### config.mk
export PLATFORM = sky130hd
export DESIGN_NAME = caster_scan_gen
export DESIGN_NICKNAME = d
export VERILOG_FILES = /design/src/rtl/caster_scan_gen.sv
export SDC_FILE = /design/constraint.sdc
export NUM_CORES = 1
export LEC_CHECK = 0
export BUFFER_PORTS_ARGS = -buffer_cell sky130_fd_sc_hd__buf_4
export CAP_MARGIN = 40
export CORE_ASPECT_RATIO = 0.5
export CORE_MARGIN = 4
export CORE_UTILIZATION = 30
export CTS_CLUSTER_DIAMETER = 200
export DETAILED_ROUTE_END_ITERATION = 8
export PLACE_DENSITY = 0.57
export SKIP_CTS_REPAIR_TIMING = 1
export SLEW_MARGIN = 20
export SYNTH_ARGS = -nofsm -noshare
export SYNTH_HDL_FRONTEND = slang
export SYNTH_SLANG_ARGS = --single-unit
### constraint.sdc
create_clock -name clk -period 10.1 [get_ports clk]
set_input_delay 2.525 -clock clk [delete_from_list [all_inputs] [get_ports clk]]
set_output_delay 2.525 -clock clk [all_outputs]
set_load 0.05 [all_outputs]
### src/rtl/caster_scan_gen.sv
// caster_scan_gen
//   EPD scan-timing generator with runtime-programmable V/H timing. The cfg_*
//   inputs are copied into shadow registers once per frame, at the frame
//   trigger. The block drives the gate/source control pins, N source-driver
//   chip enables, a pixel-request strobe that leads the active window, and a
//   registered SDCLK enable for an external ODDR.
// Ports
//   clk, rst          scan clock, asynchronous active-high reset
//   sys_ready         power OK / DDR calibrated; dropping it aborts a frame
//   vin_vsync         frame-start request (only honoured in IDLE)
//   cfg_v_*/cfg_h_*   vertical timing (lines) / horizontal timing (clocks)
//   cfg_h_seg         active clocks per source-driver chip
//   px_data           pixel beat, valid PIPE_DELAY clocks after px_req
//   px_req            fetch one beat of pixel data
//   b_trigger         high while waiting before the first line
//   frame_done        1-clock pulse after the last clock of a completed frame
//   cfg_err           sticky: the last latch attempt had an illegal config
//   epd_*             EPD gate/source pins; epd_sdce active low
module caster_scan_gen #(
  parameter int CNT_W      = 12,
  parameter int SD_W       = 8,
  parameter int NUM_SDCE   = 1,
  parameter int VS_DELAY   = 8,
  parameter int PIPE_DELAY = 2
) (
  input  logic                clk,
  input  logic                rst,
  input  logic                sys_ready,
  input  logic                vin_vsync,
  input  logic [CNT_W-1:0]    cfg_v_fp,
  input  logic [CNT_W-1:0]    cfg_v_sync,
  input  logic [CNT_W-1:0]    cfg_v_bp,
  input  logic [CNT_W-1:0]    cfg_v_act,
  input  logic [CNT_W-1:0]    cfg_h_fp,
  input  logic [CNT_W-1:0]    cfg_h_sync,
  input  logic [CNT_W-1:0]    cfg_h_bp,
  input  logic [CNT_W-1:0]    cfg_h_seg,
  input  logic [SD_W-1:0]     px_data,
  output logic                px_req,
  output logic                b_trigger,
  output logic                frame_done,
  output logic                cfg_err,
  output logic                epd_gdoe,
  output logic                epd_gdclk,
  output logic                epd_gdsp,
  output logic                epd_sdle,
  output logic                epd_sdoe,
  output logic                epd_sdclk_en,
  output logic [SD_W-1:0]     epd_sd,
  output logic [NUM_SDCE-1:0] epd_sdce
);
  // Four CNT_W terms (one scaled by up to 8 chips) always fit in CNT_W+4 bits.
  localparam int TW = CNT_W + 4;

  typedef enum logic [1:0] {S_IDLE, S_WAIT, S_RUN} state_e;
  typedef struct packed {
    logic [CNT_W-1:0] v_fp, v_sync, v_bp, v_act, h_fp, h_sync, h_bp, h_seg;
  } cfg_t;

  state_e              state_q, state_d;
  logic [TW-1:0]       h_cnt_q, h_cnt_d, v_cnt_q, v_cnt_d;
  cfg_t                cfg_q, cfg_d, cfg_in;
  logic                cfg_err_q, cfg_err_d, frame_done_q, frame_done_d;
  logic                gdclk_q, gdclk_d, sdclk_en_q, sdclk_en_d;
  logic [SD_W-1:0]     sd_q, sd_d;
  logic [PIPE_DELAY:1] vld_pipe_q, vld_pipe_d;

  assign cfg_in = '{v_fp: cfg_v_fp, v_sync: cfg_v_sync, v_bp: cfg_v_bp, v_act: cfg_v_act,
                    h_fp: cfg_h_fp, h_sync: cfg_h_sync, h_bp: cfg_h_bp, h_seg: cfg_h_seg};

  // Region start points and totals, from the shadow copy only.
  logic [TW-1:0] v_sync_s, v_bp_s, v_act_s, v_tot, h_sync_s, h_bp_s, h_act_s, h_tot;
  assign v_sync_s = TW'(cfg_q.v_fp);
  assign v_bp_s   = v_sync_s + TW'(cfg_q.v_sync);
  assign v_act_s  = v_bp_s + TW'(cfg_q.v_bp);
  assign v_tot    = v_act_s + TW'(cfg_q.v_act);
  assign h_sync_s = TW'(cfg_q.h_fp);
  assign h_bp_s   = h_sync_s + TW'(cfg_q.h_sync);
  assign h_act_s  = h_bp_s + TW'(cfg_q.h_bp);
  assign h_tot    = h_act_s + TW'(cfg_q.h_seg) * TW'(NUM_SDCE);

  logic run, run_ok, last_h, last_v;
  logic vsync_r, vbp_r, vact_r, hfp_r, hsync_r, hbp_r, hact_r;
  assign run     = (state_q == S_RUN);
  assign run_ok  = run & sys_ready;
  assign last_h  = (h_cnt_q == h_tot - TW'(1));
  assign last_v  = (v_cnt_q == v_tot - TW'(1));
  assign vsync_r = run & (v_cnt_q >= v_sync_s) & (v_cnt_q < v_bp_s);
  assign vbp_r   = run & (v_cnt_q >= v_bp_s) & (v_cnt_q < v_act_s);
  assign vact_r  = run & (v_cnt_q >= v_act_s);
  assign hfp_r   = run & (h_cnt_q < h_sync_s);
  assign hsync_r = run & (h_cnt_q >= h_sync_s) & (h_cnt_q < h_bp_s);
  assign hbp_r   = run & (h_cnt_q >= h_bp_s) & (h_cnt_q < h_act_s);
  assign hact_r  = run & (h_cnt_q >= h_act_s);

  // Request window is the active window shifted early by the fetch latency;
  // assumes h_fp+h_sync+h_bp >= PIPE_DELAY so it never spills into the prior line.
  assign px_req = vact_r & (h_cnt_q >= h_act_s - TW'(PIPE_DELAY))
                         & (h_cnt_q <  h_tot   - TW'(PIPE_DELAY));

  // One active segment per source-driver chip, laid end to end.
  for (genvar k = 0; k < NUM_SDCE; k++) begin : g_sdce
    logic [TW-1:0] seg_lo, seg_hi;
    assign seg_lo      = h_act_s + TW'(cfg_q.h_seg) * TW'(k);
    assign seg_hi      = seg_lo + TW'(cfg_q.h_seg);
    assign epd_sdce[k] = ~(vact_r & (h_cnt_q >= seg_lo) & (h_cnt_q < seg_hi));
  end

  assign epd_gdoe     = vsync_r | vbp_r | vact_r;
  assign epd_sdoe     = vsync_r | vbp_r | vact_r;
  assign epd_gdsp     = ~vsync_r;
  assign epd_sdle     = hsync_r;
  assign b_trigger    = (state_q == S_WAIT);
  assign epd_gdclk    = gdclk_q;
  assign epd_sdclk_en = sdclk_en_q;
  assign epd_sd       = sd_q;
  assign frame_done   = frame_done_q;
  assign cfg_err      = cfg_err_q;

  always_comb begin
    state_d      = state_q;
    h_cnt_d      = h_cnt_q;
    v_cnt_d      = v_cnt_q;
    cfg_d        = cfg_q;
    cfg_err_d    = cfg_err_q;
    frame_done_d = 1'b0;
    unique case (state_q)
      S_IDLE: if (sys_ready && vin_vsync) begin
        cfg_d = cfg_in;
        if (cfg_in.v_sync == '0 || cfg_in.v_act == '0 ||
            cfg_in.h_sync == '0 || cfg_in.h_seg == '0) begin
          cfg_err_d = 1'b1;
        end else begin
          cfg_err_d = 1'b0;
          state_d   = S_WAIT;
          h_cnt_d   = '0;
          v_cnt_d   = '0;
        end
      end
      S_WAIT: begin
        if (!sys_ready) begin
          state_d = S_IDLE;
          h_cnt_d = '0;
        end else if (h_cnt_q == TW'(VS_DELAY)) begin
          state_d = S_RUN;
          h_cnt_d = '0;
          v_cnt_d = '0;
        end else begin
          h_cnt_d = h_cnt_q + TW'(1);
        end
      end
      S_RUN: begin
        if (!sys_ready) begin
          state_d = S_IDLE;
          h_cnt_d = '0;
          v_cnt_d = '0;
        end else if (last_h) begin
          h_cnt_d = '0;
          if (last_v) begin
            state_d      = S_IDLE;
            v_cnt_d      = '0;
            frame_done_d = 1'b1;
          end else begin
            v_cnt_d = v_cnt_q + TW'(1);
          end
        end else begin
          h_cnt_d = h_cnt_q + TW'(1);
        end
      end
      default: state_d = S_IDLE;
    endcase

    // Registered pins are gated by run_ok so an abort lands on reset values.
    gdclk_d    = run_ok & (hsync_r | hbp_r | hact_r);
    sdclk_en_d = run_ok & (hfp_r | hsync_r | hact_r);
    // vld_pipe_q[PIPE_DELAY] marks the clock the requested beat is on px_data.
    sd_d       = (run_ok && vld_pipe_q[PIPE_DELAY]) ? px_data : '0;
    vld_pipe_d = '0;
    if (run_ok) begin
      vld_pipe_d[1] = px_req;
      for (int i = 2; i <= PIPE_DELAY; i++) vld_pipe_d[i] = vld_pipe_q[i-1];
    end
  end

  always_ff @(posedge clk or posedge rst) begin
    if (rst) begin
      state_q      <= S_IDLE;
      h_cnt_q      <= '0;
      v_cnt_q      <= '0;
      cfg_q        <= '0;
      cfg_err_q    <= 1'b0;
      frame_done_q <= 1'b0;
      gdclk_q      <= 1'b0;
      sdclk_en_q   <= 1'b0;
      sd_q         <= '0;
      vld_pipe_q   <= '0;
    end else begin
      state_q      <= state_d;
      h_cnt_q      <= h_cnt_d;
      v_cnt_q      <= v_cnt_d;
      cfg_q        <= cfg_d;
      cfg_err_q    <= cfg_err_d;
      frame_done_q <= frame_done_d;
      gdclk_q      <= gdclk_d;
      sdclk_en_q   <= sdclk_en_d;
      sd_q         <= sd_d;
      vld_pipe_q   <= vld_pipe_d;
    end
  end
endmodule
**After elaboration in Yosys (flattened, before gate mapping)**

Index checks and enable logic that the tools add are counted.

- Memory bits (read-only): 0
- Memories: 0
- Bits in latches: 0
- Output and inout port bits: 19
- Memory bits (writable): 0
- Bits in registers: 144

- Shift-type cells: 0
- $add $sub $neg: 12
- Multiply operators: 0
- Bitwise gates (word level): 26
- Multiplexer cells: 28
- Reduce and logical (&&, ||, !) cells: 15
- Eq/ne operators: 12
- Magnitude comparators: 14
- Divide/modulo/power cells: 0

Operators with widths:

| cell | count |
|---|---|
| 16-bit 2-to-1 mux | 11 |
| 16-bit one-hot mux with 3 select lines | 2 |
| 12-bit logical NOT | 4 |
| 16-bit by 1-bit adder with 16-bit output (second input constant) | 2 |
| 16-bit == test | 2 |
| 16-bit by 12-bit >= comparator with 1-bit output | 2 |
| 16-bit by 13-bit >= comparator with 1-bit output | 2 |
| 16-bit by 14-bit >= comparator with 1-bit output | 2 |
| 16-bit by 13-bit < comparator with 1-bit output | 2 |
| 16-bit by 14-bit < comparator with 1-bit output | 2 |
| 14-bit by 12-bit adder with 15-bit output | 2 |
| 13-bit by 12-bit adder with 14-bit output | 2 |
| 12-bit by 12-bit adder with 13-bit output | 2 |
| 1-bit AND | 18 |
| 16-bit by 4-bit == test with 1-bit output (second input constant) | 1 |
| 16-bit >= comparator | 1 |
| 16-bit by 12-bit < comparator with 1-bit output | 1 |
| 16-bit by 15-bit < comparator with 1-bit output | 1 |
| 16-bit < comparator | 1 |
| 2-bit 2-to-1 mux | 8 |
| 15-bit by 1-bit subtractor with 16-bit output (second input constant) | 1 |
| 16-bit by 1-bit subtractor with 16-bit output (second input constant) | 1 |
| 16-bit by 2-bit subtractor with 16-bit output (second input constant) | 1 |
| 14-bit by 2-bit subtractor with 15-bit output (second input constant) | 1 |
| other kinds (18) | 35 |

**Depth between registers and ports, before layout**

- Depth in word-level cells: 9
- Depth in mapped cells: 31
- Depth with buffers taken out: 30

**Least setup slack after synthesis**

OpenSTA, ideal clock, no wires.

- Path kind: register -> output
- Start: register cfg_q[25] (netlist name)
- End: output px_req
- Stages on the path, launching flop included: 30
- Arrival: 7.038 ns
- Slack: 0.537 ns
- Cell sequence: dfrtp_1 ha_1 a21o_1 a21oi_1 o21bai_1 a21oi_1 o21bai_1 a21oi_1 xnor2_1 ha_1 a2111oi_0 inv_1 o22ai_1 o21bai_1 a21oi_1 xnor2_1 ha_1 clkbuf_1 or2_2 a2111oi_0 a311oi_1 a21o_2 a21oi_1 nand2_1 xnor2_1 ha_1 and4_1 a221oi_1 o2111ai_1 nor3_1

- Cells in the longest elaborated chain, start to end: 6
- Elaborated cells on any way between the ends: 9

Ends and longest elaborated chain:

| element | RTL line | RTL |
|---|---|---|
| start, declared | 62 | `cfg_t cfg_q, cfg_d, cfg_in;` |
| start signal, assigned | 201 | `cfg_q <= cfg_d;` |
| 12-bit by 12-bit adder with 13-bit output * | 78 | `assign h_bp_s = h_sync_s + TW'(cfg_q.h_sync);` |
| 13-bit by 12-bit adder with 14-bit output * | 79 | `assign h_act_s = h_bp_s + TW'(cfg_q.h_bp);` |
| 14-bit by 12-bit adder with 15-bit output / 14-bit by 2-bit subtractor with 15-bit output (equally long branches) | 80, 98 |  |
| 16-bit by 2-bit subtractor with 16-bit output / 16-bit >= comparator (equally long branches) | 99, 98 |  |
| 16-bit < comparator / 1-bit AND (equally long branches) | 99, 98 |  |
| 1-bit AND * | 99 | `& (h_cnt_q < h_tot - TW'(PIPE_DELAY));` |
| end, declared | 39 | `output logic px_req,` |

Every way passes the cells marked *; elsewhere a longest branch is shown, timed or not.

**Worst setup path after layout**

- Start: register cfg_q[36] (netlist name)
- End: output px_req

Same word-level chain as after synthesis.

==> flow_summary.ini <==
[timing]
period_needed_ns = 9.49
skew_ns = 0.0166
maxSlewViolCount = 0
setup_viol = 0
tightest_slew_ns = 0.832
layout_worst_path_cycle_share_pct = 93.9
hold_viol = 0
fmax_mhz = 105
fin_hold_ws_ns = 0.499
slew_headroom_pct = 44.4

[detailed_routing]
wl_mm = 37.8
wl_per_cell_um = 16.6
viasPerCell = 5.02
first_iter_violations = 617
met1Wirelength_mm = 17.8
wl_met2_mm = 17.7
first_pass_iters = 5
num_vias = 11500
top_layer_used = met4
route.met3.wl_mm = 1.50
ant_nets = 0
drc = 0

[clock_tree]
cts-root-buf = clkbuf_16
cts_tree = done
htreeDepth = 4
numCtsBuffers = 17
cts.sinks = 144
clk_pin_slew_ns = 0.07
cts_buffer_depth = 2
insertion_delay_ns = 0.45

[critical_path]
cp_slowest_cell = or4_4
r2r_start = cfg_q[72]
path_buf_inv = 3
regToRegEndpoint = v_cnt_q[14]
crit_arrival_ns = 6.96
crit_required_ns = 7.58
ff2ff_setup_slack_ns = 2.72
critPathKind = reg -> out
cp_top_family = compound AO/OA/AOI/OAI gates
reg2reg_depth = 27
crit_top_cell = ha_1
slowest_delay_ns = 0.56
cp_max_fo = 4
worst_setup_path_start_kind = register
endpoint_kind = primary output

[min_path]
min_path_type = reg -> reg
min_from = cfg_err
hold_depth = 1
hold_end = cfg_err

[yosys]
syn-instance-count = 1513
async_flop_share_pct = 100
yosysUniqueCellTypes = 100
yosysTopAreaCellShare_pct = 25.5
synth_seq_cells = 144
yosys_warnings = 0
synth_nets = 1848
synthTopCellsByArea = dfrtp_1 25%, ha_1 20%, mux2_2 8.0%
syn-mean-instance-area_um2 = 9.35
synth_area_um2 = 14200
ys.flop_type = dfrtp_1
ys_seq_area_share_pct = 25.5
synth_enable_flop_cells = 0
synth.largest_area_cell = dfrtp_1

[die]
pin_count = 127
core_um2 = 45900
start_util_pct = 30.8
fp.dieH_um = 162
die_area_um2 = 50900
rows = 55
die_w_um = 315

[global_routing]
grt_usage_pct = 15.1
grt_pass1_vias = 11400
overflow = 0
antenna_found_initial = 0
grt_max_degree = 85
grt_pass1_wl_mm = 61.3

[final_layout]
finalNetCount = 1978
syn_to_final_growth_pct = 17.4
fin_cells = 2283
layout-drive-gt1-share_pct = 20.7
n_antenna_cell = 0

[placed_design]
portBuffers = 126
dp_hpwl_mm = 29.9
placedCellCount = 2248
place_congestion = 0.886

[run]
drv_cap = 0

[run_status]
outcome = finished, final reports clean
synthesized netlist by cell type, types with 22 or more instances:
master	count
o21ai_0	58
nand2b_1	23
nor4_1	23
clkbuf_1	22
inv_1	145
xnor2_1	71
a21oi_1	76
nand2_1	73
nor2_1	61
nor3_1	28
o21a_1	24
mux2_2	100
and3_1	31
ha_1	221
dfrtp_1	144
nand3_1	55
xor2_1	33
a21o_1	62
per-layer routing:
layer | vias up | global-route usage (%)
met4 | 0 | 4.30
met2 | 176 | 25.4
met1 | 5446 | 19.9
li1 | 5795 | -
met3 | 52 | 2.77
met5 | - | 0
through the flow:
step	util (%)	worst slack (ns)	area, µm²	setup TNS (ns)
after floorplan	-	0.537	14200	0
after global placement	34.5	0.851	15800	0
after detailed placement	34.5	0.709	15900	0
after CTS	35.8	0.194	16400	0
after global routing	36.2	-0.000179	16600	-0.000179
final	36.2	0.614	16600	0
how the worst max path moves through the flow:
stage | slack, ns | endpoint | cells past startpoint | start
4_1_cts | 0.19 | px_req | 29 | cfg_q[25]
3_5_place_dp | 0.71 | px_req | 29 | cfg_q[25]
2_1_floorplan | 0.54 | px_req | 29 | cfg_q[25]
5_1_grt | -0.0002 | px_req | 29 | cfg_q[25]
3_3_place_gp | 0.85 | px_req | 29 | cfg_q[25]
6_report | 0.61 | px_req | 28 | cfg_q[36]
worst register-to-register path, stage by stage, from the launching register on:
cell and delay [ns]:
dfrtp_1 0.40, ha_1 0.23, fa_1 0.42, a211o_1 0.30, a2111oi_1 0.74, nor2_1 0.11, nor2_1 0.14, xnor2_1 0.16
ha_1 0.33, a21oi_1 0.17, nor2b_1 0.06, o21ai_0 0.14, o21a_1 0.17, nand2b_1 0.07, xnor2_1 0.30, ha_1 0.30
inv_1 0.06, ha_1 0.27, o21ai_0 0.16, nand2b_1 0.10, a31oi_1 0.20, xor2_1 0.10, a2111oi_0 0.55, a21boi_1 0.62
nor2_1 0.27, buf_4 0.25, and2_1 0.26, a221o_2 0.37
state kept, by name, summed over array words and instances, names as in the netlist:
signal,flops
cfg_err,1
cfg_q,96
epd_gdclk,1
epd_sd,8
epd_sdclk_en,1
frame_done,1
h_cnt_q,16
state_q,2
v_cnt_q,16
vld_pipe_q,2
cells in the final DEF, fill, tap and decap left out, types with 57 or more instances in the layout:
master   instances
a21o_1          62
nand2_1         73
a21oi_1         73
inv_1          144
nor2_1          61
ha_1           218
xnor2_1         68
buf_4          140
mux2_2         100
dfrtp_1        144
o21ai_0         57
layout make-up:
cell class                      instances  area, µm²
Clock inverter                         14        145
Fill cell                            4678      29300
Timing Repair Buffer                  146       1150
Inverter                              147        557
Multi-Input combinational cell       1187       9940
Sequential cell                       144       3600
Clock buffer                           18        439
Tap cell                              627        785
cell families (layout without fill, tap and decap cells):
group	after synthesis	count (layout)	share of synthesized area (%)
xor+xnor	114	114	7.90
mux	102	102	8.10
buf+inv	182	325	5.13
flops	144	144	25.5
fa+ha+maj	227	227	20.4
simple gates	391	391	15.1
compound gates	353	353	17.9
Power is not shown: default switching activity piles up to over one toggle a cycle in this logic, so the estimate is an artifact.
